==> config.mk <==
export PLATFORM = sky130hd
export DESIGN_NAME = s2_sched_ctrl
export DESIGN_NICKNAME = d
export VERILOG_FILES = /design/src/rtl/sched_pkg.sv /design/src/rtl/sched_alu.sv /design/src/rtl/s2_sched_ctrl.sv
export SDC_FILE = /design/constraint.sdc
export NUM_CORES = 1
export LEC_CHECK = 0
export CAP_MARGIN = 15
export CORE_UTILIZATION = 30
export DETAILED_ROUTE_END_ITERATION = 12
export GPL_ROUTABILITY_DRIVEN = 0
export SYNTH_ARGS = -nofsm -noshare
export SYNTH_HDL_FRONTEND = slang
export SYNTH_SLANG_ARGS = --single-unit
==> constraint.sdc <==
create_clock -name clk -period 6.7 [get_ports clk]
set_input_delay 2.01 -clock clk [delete_from_list [all_inputs] [get_ports clk]]
set_output_delay 2.01 -clock clk [all_outputs]
set_load 0.02 [all_outputs]
==> src/rtl/sched_pkg.sv <==
// Shared types and constants for the s2 scheduled datapath controller.
package sched_pkg;

    typedef enum logic [2:0] {
        IDLE  = 3'd0,
        S_D   = 3'd1,
        S_E   = 3'd2,
        S_F   = 3'd3,
        S_CMP = 3'd4,
        S_SH  = 3'd5
    } state_e;

    typedef enum logic [1:0] {
        OP_ADD = 2'd0,
        OP_SUB = 2'd1,
        OP_SHL = 2'd2,
        OP_SHR = 2'd3
    } alu_op_e;

    // Cycles from the accepting edge to the done pulse.
    localparam int unsigned SCHED_LATENCY = 5;

endpackage

==> src/rtl/sched_alu.sv <==
// Combinational add/sub/shift unit shared by every scheduled step.
module sched_alu
    import sched_pkg::*;
#(
    parameter int DATAWIDTH = 32
) (
    input  logic signed [DATAWIDTH-1:0] op_a,
    input  logic signed [DATAWIDTH-1:0] op_b,
    input  alu_op_e                     op,
    output logic signed [DATAWIDTH-1:0] res,
    output logic                        ovf
);

    localparam int unsigned MSB = DATAWIDTH - 1;

    // Wrapping result plus a signed-overflow indication for the selected op.
    always_comb begin
        res = '0;
        ovf = 1'b0;
        unique case (op)
            OP_ADD: begin
                res = op_a + op_b;
                ovf = (op_a[MSB] == op_b[MSB]) && (res[MSB] != op_a[MSB]);
            end
            OP_SUB: begin
                res = op_a - op_b;
                ovf = (op_a[MSB] != op_b[MSB]) && (res[MSB] != op_a[MSB]);
            end
            OP_SHL: begin
                res = op_a <<< op_b;
                // Any bit shifted out that disagrees with the new sign is lost range.
                ovf = (res >>> op_b) != op_a;
            end
            OP_SHR: begin
                res = op_a >>> op_b;
            end
            default: ;
        endcase
    end

endmodule

==> src/rtl/s2_sched_ctrl.sv <==
// Multi-cycle evaluation of x/z over one shared ALU, one step per state.
// Optional sticky overflow output enabled by defining SCHED_OVF_EN.
module s2_sched_ctrl
    import sched_pkg::*;
#(
    parameter int DATAWIDTH = 32
) (
    input  logic                        clk,
    input  logic                        rst,
    input  logic                        start,
    input  logic signed [DATAWIDTH-1:0] a,
    input  logic signed [DATAWIDTH-1:0] b,
    input  logic signed [DATAWIDTH-1:0] c,
    output logic                        busy,
    output logic                        done,
    output logic signed [DATAWIDTH-1:0] x,
    output logic signed [DATAWIDTH-1:0] z
`ifdef SCHED_OVF_EN
    ,
    output logic                        ovf
`endif
);

    localparam int unsigned MSB = DATAWIDTH - 1;

    state_e                      state_q, state_d;
    logic signed [DATAWIDTH-1:0] a_q, a_d, b_q, b_d, c_q, c_d;
    logic signed [DATAWIDTH-1:0] d_q, d_d, e_q, e_d, f_q, f_d;
    logic signed [DATAWIDTH-1:0] g_q, g_d, h_q, h_d;
    logic signed [DATAWIDTH-1:0] x_q, x_d, z_q, z_d;
    logic                        lt_q, lt_d, eq_q, eq_d;
    logic                        busy_q, busy_d, done_q, done_d;

    logic signed [DATAWIDTH-1:0] alu_a, alu_b, alu_res;
    alu_op_e                     alu_op;
    logic                        alu_ovf;

    sched_alu #(.DATAWIDTH(DATAWIDTH)) u_alu (
        .op_a (alu_a),
        .op_b (alu_b),
        .op   (alu_op),
        .res  (alu_res),
        .ovf  (alu_ovf)
    );

    // Operand/op selection for the shared ALU, keyed on the current step.
    always_comb begin
        alu_a  = '0;
        alu_b  = '0;
        alu_op = OP_ADD;
        unique case (state_q)
            S_D:   begin alu_a = a_q; alu_b = b_q; alu_op = OP_ADD; end
            S_E:   begin alu_a = a_q; alu_b = c_q; alu_op = OP_ADD; end
            S_F:   begin alu_a = a_q; alu_b = b_q; alu_op = OP_SUB; end
            S_CMP: begin alu_a = d_q; alu_b = e_q; alu_op = OP_SUB; end
            S_SH:  begin alu_a = g_q; alu_b = {{(DATAWIDTH-1){1'b0}}, lt_q}; alu_op = OP_SHL; end
            default: ;
        endcase
    end

    // Next state and datapath register updates.
    always_comb begin
        state_d = state_q;
        a_d     = a_q;
        b_d     = b_q;
        c_d     = c_q;
        d_d     = d_q;
        e_d     = e_q;
        f_d     = f_q;
        g_d     = g_q;
        h_d     = h_q;
        lt_d    = lt_q;
        eq_d    = eq_q;
        x_d     = x_q;
        z_d     = z_q;
        done_d  = 1'b0;
        unique case (state_q)
            IDLE: begin
                if (start) begin
                    state_d = S_D;
                    a_d     = a;
                    b_d     = b;
                    c_d     = c;
                end
            end
            S_D: begin
                state_d = S_E;
                d_d     = alu_res;
            end
            S_E: begin
                state_d = S_F;
                e_d     = alu_res;
            end
            S_F: begin
                state_d = S_CMP;
                f_d     = alu_res;
            end
            S_CMP: begin
                state_d = S_SH;
                // d<e from the sign of d-e corrected by its overflow; wrap keeps equality exact.
                lt_d    = alu_res[MSB] ^ alu_ovf;
                eq_d    = (alu_res == '0);
                g_d     = lt_d ? e_q : d_q;
                h_d     = eq_d ? f_q : g_d;
            end
            S_SH: begin
                state_d = IDLE;
                x_d     = alu_res;
                // A one-place arithmetic shift is pure wiring, so it stays off the ALU.
                z_d     = eq_q ? {h_q[MSB], h_q[MSB:1]} : h_q;
                done_d  = 1'b1;
            end
            default: state_d = IDLE;
        endcase
        busy_d = (state_d != IDLE);
    end

    // State and datapath registers.
    always_ff @(posedge clk or negedge rst) begin
        if (!rst) begin
            state_q <= IDLE;
            a_q     <= '0;
            b_q     <= '0;
            c_q     <= '0;
            d_q     <= '0;
            e_q     <= '0;
            f_q     <= '0;
            g_q     <= '0;
            h_q     <= '0;
            lt_q    <= 1'b0;
            eq_q    <= 1'b0;
            x_q     <= '0;
            z_q     <= '0;
            busy_q  <= 1'b0;
            done_q  <= 1'b0;
        end else begin
            state_q <= state_d;
            a_q     <= a_d;
            b_q     <= b_d;
            c_q     <= c_d;
            d_q     <= d_d;
            e_q     <= e_d;
            f_q     <= f_d;
            g_q     <= g_d;
            h_q     <= h_d;
            lt_q    <= lt_d;
            eq_q    <= eq_d;
            x_q     <= x_d;
            z_q     <= z_d;
            busy_q  <= busy_d;
            done_q  <= done_d;
        end
    end

    assign busy = busy_q;
    assign done = done_q;
    assign x    = x_q;
    assign z    = z_q;

`ifdef SCHED_OVF_EN
    logic ovf_q, ovf_d;

    // Sticky flag: cleared by an accepted start, set by d/e/f/x overflow.
    always_comb begin
        ovf_d = ovf_q;
        if ((state_q == IDLE) && start) begin
            ovf_d = 1'b0;
        end else if (alu_ovf && ((state_q == S_D) || (state_q == S_E) ||
                                 (state_q == S_F) || (state_q == S_SH))) begin
            ovf_d = 1'b1;
        end
    end

    // Overflow flag register.
    always_ff @(posedge clk or negedge rst) begin
        if (!rst) begin
            ovf_q <= 1'b0;
        end else begin
            ovf_q <= ovf_d;
        end
    end

    assign ovf = ovf_q;
`else
    // No overflow monitor in this build; the compare step still consumes alu_ovf.
`endif

endmodule

==> insert_results.sql <==
INSERT INTO impl_metrics (metric_group, metric, value, unit) VALUES
('setup_path', 'worst-endpoint-arrival', '7010', 'ps'),
('detailed_routing', 'detailedRoute.firstIterationViolations', '2901', ''),
('grt', 'overflow_after_grt', '0', ''),
('yosys', 'post_synth_num_cell_types', '94', ''),
('clock_tree', 'post_cts_clock_slew_at_the_launch_and_capture_registers_of_the_worst_setup_and_hold_paths', '60', 'ps'),
('floorplanning', 'fp.coreArea', '74600', 'um2'),
('setup_path', 'crit_top_cell', 'buf_4', ''),
('detailed_routing', 'antenna_violating_nets_post_route', '0', ''),
('detailed_routing', 'count_of_vias_placed_by_the_detailed_router', '23000', ''),
('yosys', 'synth-seq-cells', '327', ''),
('place', 'placed_cell_area', '26300', 'um2'),
('timing', 'worst_slack', '95.2', 'ps'),
('timing', 'timing_max_transition_violations_final', '0', ''),
('setup_path', 'worstSetupPathType', 'reg -> reg', ''),
('timing', 'final_period_minus_worst_setup_slack', '6600', 'ps'),
('setup_path', 'cp-end-kind', 'register', ''),
('place', 'place_ws', '28.3', 'ps'),
('yosys', 'syn_inst', '2579', ''),
('floorplanning', 'row_count', '100', ''),
('grt', 'grt_antenna_before_repair', '5', ''),
('setup_path', 'startpoint_type', 'register', ''),
('yosys', 'synth_top_family_by_area', 'compound AO/OA/AOI/OAI gates', ''),
('yosys', 'synth-main-ff-cell', 'dfrtp_1', ''),
('finish', 'layout.cells.most_common_list', 'dfrtp_1 (323), nand2_1 (273), nor2_1 (214), buf_4 (187), o21ai_0 (182)', ''),
('detailed_routing', 'firstDrtPassIters', '9', ''),
('worst_hold_path', 'holdCritPathClass', 'reg -> reg', ''),
('run_status', 'run_status', 'finished clean', ''),
('finish', 'synthToLayoutAreaGrowth', '22.9', '%'),
('clock_tree', 'clock_latency_late_sink', '570', 'ps'),
('finish', 'fillers', '7596', ''),
('yosys', 'synthMuxAreaShare', '0.126', ''),
('yosys', 'synth_enable_flop_cells', '0', ''),
('place', 'portBuffers', '164', ''),
('clock_tree', 'cts.root.buffer_cell', 'clkbuf_16', ''),
('finish', 'seq_area', '8200', 'um2'),
('clock_tree', 'htree_levels', '2', ''),
('detailed_routing', 'avgViaCountPerCell', '6.08', ''),
('grt', 'groute.usage.overall', '0.237', ''),
('yosys', 'synth_fa_ha_area_frac', '0.0361', ''),
('clock_tree', 'cts_tree', 'yes', ''),
('grt', 'grt_start_max_net_pins', '98', ''),
('timing', 'timing.clock.skew', '35.6', 'ps'),
('finish', 'most_common_cell_after_layout_fill_and_taps_aside', 'dfrtp_1', ''),
('yosys', 'complex_gate_fraction_of_the_synthesized_area', '0.250', ''),
('detailed_routing', 'route.detailed.drc', '0', ''),
('finish', 'final_design_area_no_fill', '27800', 'um2'),
('yosys', 'mappedNetlistArea', '22600', 'um2'),
('detailed_routing', 'wl', '93300', 'um'),
('timing', 'finalCritPeriodShare', '0.986', ''),
('yosys', 'syn-num-nets', '2742', ''),
('finish', 'finalNetCount', '2948', ''),
('place', 'place_inst', '3712', ''),
('clock_tree', 'cts_sink_cnt', '327', ''),
('floorplanning', 'floorplan.io_pins', '165', ''),
('setup_path', 'crit_fanout', '26', ''),
('finish', 'antenna_cells', '0', ''),
('detailed_routing', 'routed_wire_length_per_instance', '24.7', 'um'),
('setup_path', 'critical_path.slowest_cell', 'dfrtp_4', ''),
('setup_path', 'cpPeakStageDelay', '590', 'ps'),
('floorplanning', 'die_w', '277', 'um'),
('timing', 'max_slew_margin', '0.308', ''),
('floorplanning', 'design.die.area', '76500', 'um2'),
('setup_path', 'cells_traversed_along_the_worst_timing_path', 'nor2b_2 -> buf_4 -> a221oi_4 -> buf_4 -> nand2_2 -> nor2_1 -> o21ai_0 -> o211ai_2 -> nand2_1 -> a21oi_1 -> a211oi_1 -> buf_4 -> nor4_1 -> buf_4 -> mux2i_1 -> nor4b_1 -> nand4_1 -> mux2i_1 -> nor2_4 -> buf_12 -> buf_12 -> mux2i_1 -> o211ai_1', ''),
('clock_tree', 'cts_hold_repair.buffers', '0', ''),
('finish', 'multi_input_area', '13500', 'um2'),
('clock_tree', 'cts.path.max_buffers', '3', ''),
('grt', 'grt_pass1_vias', '21700', ''),
('clock_tree', 'tritoncts.num_buffers', '37', ''),
('timing', 'worst-slew-pin-transition', '1040', 'ps'),
('yosys', 'synthArstFlopShare', '1.00', ''),
('yosys', 'post_synth_and_or_nand_nor_area_fraction', '0.169', '');
==> worst max-delay path: cells and delay by family (launching register included) <==
| kind | cells | cell delay [ps] |
|---|---|---|
| simple gates | 8 | 2470 |
| buf+inv | 6 | 1360 |
| mux | 3 | 580 |
| compound gates | 6 | 1450 |
| flops | 1 | 590 |
==> per-stage QoR <==
step                hold WS (ps)  setup TNS (ps)
finish                       471               0
global route                 491           -18.7
CTS                          477               0
floorplan                    446               0
global placement             460               0
detailed placement           463               0
==> state kept, by name, indices dropped and copies added (netlist names) <==
name / cells
a_q: 32
g_q: 32
x: 32
z: 32
h_q: 32
d_q: 32
e_q: 32
eq_q: 1
lt_q: 1
f_q: 32
c_q: 32
state_q: 3
done: 1
b_q: 32
busy: 1
==> area by class of cell <==
class	count	area share
repair buffers	365	0.119
well taps	969	0.0436
multi-input cells	1986	0.485
inverters	68	0.00919
clock inverters	18	0.0103
clock buffers	48	0.0377
flip-flops and latches	327	0.295
==> per-layer routing <==
layer  part of all wire  wire [um]  vias up  GRT usage
li1                   -          -    10100          -
met1               0.42      39000    11000      0.327
met2               0.41      38700     1477      0.343
met3               0.12      11100      350     0.0712
met4              0.049       4600        8     0.0971
met5            0.00049         46        -          0
==> final timing paths <==
kind | from | to | slack (ps) | depth (start not counted)
max in group asynchronous | rst | state_q[0] | 4150 | 2
max reg2reg | state_q[0] | h_q[20] | 100 | 23
max | state_q[0] | h_q[20] | 100 | 23
min in group asynchronous | rst | z[26] | 1440 | 1
min reg2reg | x[3] | x[3] | 470 | 2
min | x[3] | x[3] | 470 | 2
==> cells in the mapped netlist, types with 24 or more instances <==
master	count	area [um2]
nor4_1	25	156
o22ai_1	70	438
a211oi_1	27	203
mux2i_1	159	1590
nand3_1	87	435
o221ai_1	24	210
clkbuf_1	133	499
a31oi_1	25	156
nor4bb_1	29	290
o211ai_1	62	465
ha_1	62	776
nand2_1	276	1040
dfrtp_1	327	8180
nor3_1	42	210
o21ai_0	189	946
nor2_1	216	811
nand4_1	31	194
mux2_2	107	1200
buf_2	28	140
a21oi_1	160	801
inv_1	62	233
a221o_1	31	310
o21ai_1	34	170
==> kinds of logic after synthesis <==
group / count (synthesis)
and+or+nand+nor: 798
adders and majority gates: 64
xor gates and xnor gates: 14
buffers and inverters: 266
DFF: 327
AOI/OAI and AO/OA: 841
muxes: 269
==> repair_timing <==
action	4_1_cts	5_1_grt
hold endpoints to repair	0	0
buffers inserted	0	3
pin swaps	0	3
resized for setup	1	37
setup endpoints to repair	2	65
Power is left out: the tool's default activity adds up to more than one toggle a clock period on the data nets, which glitch-free logic cannot reach.
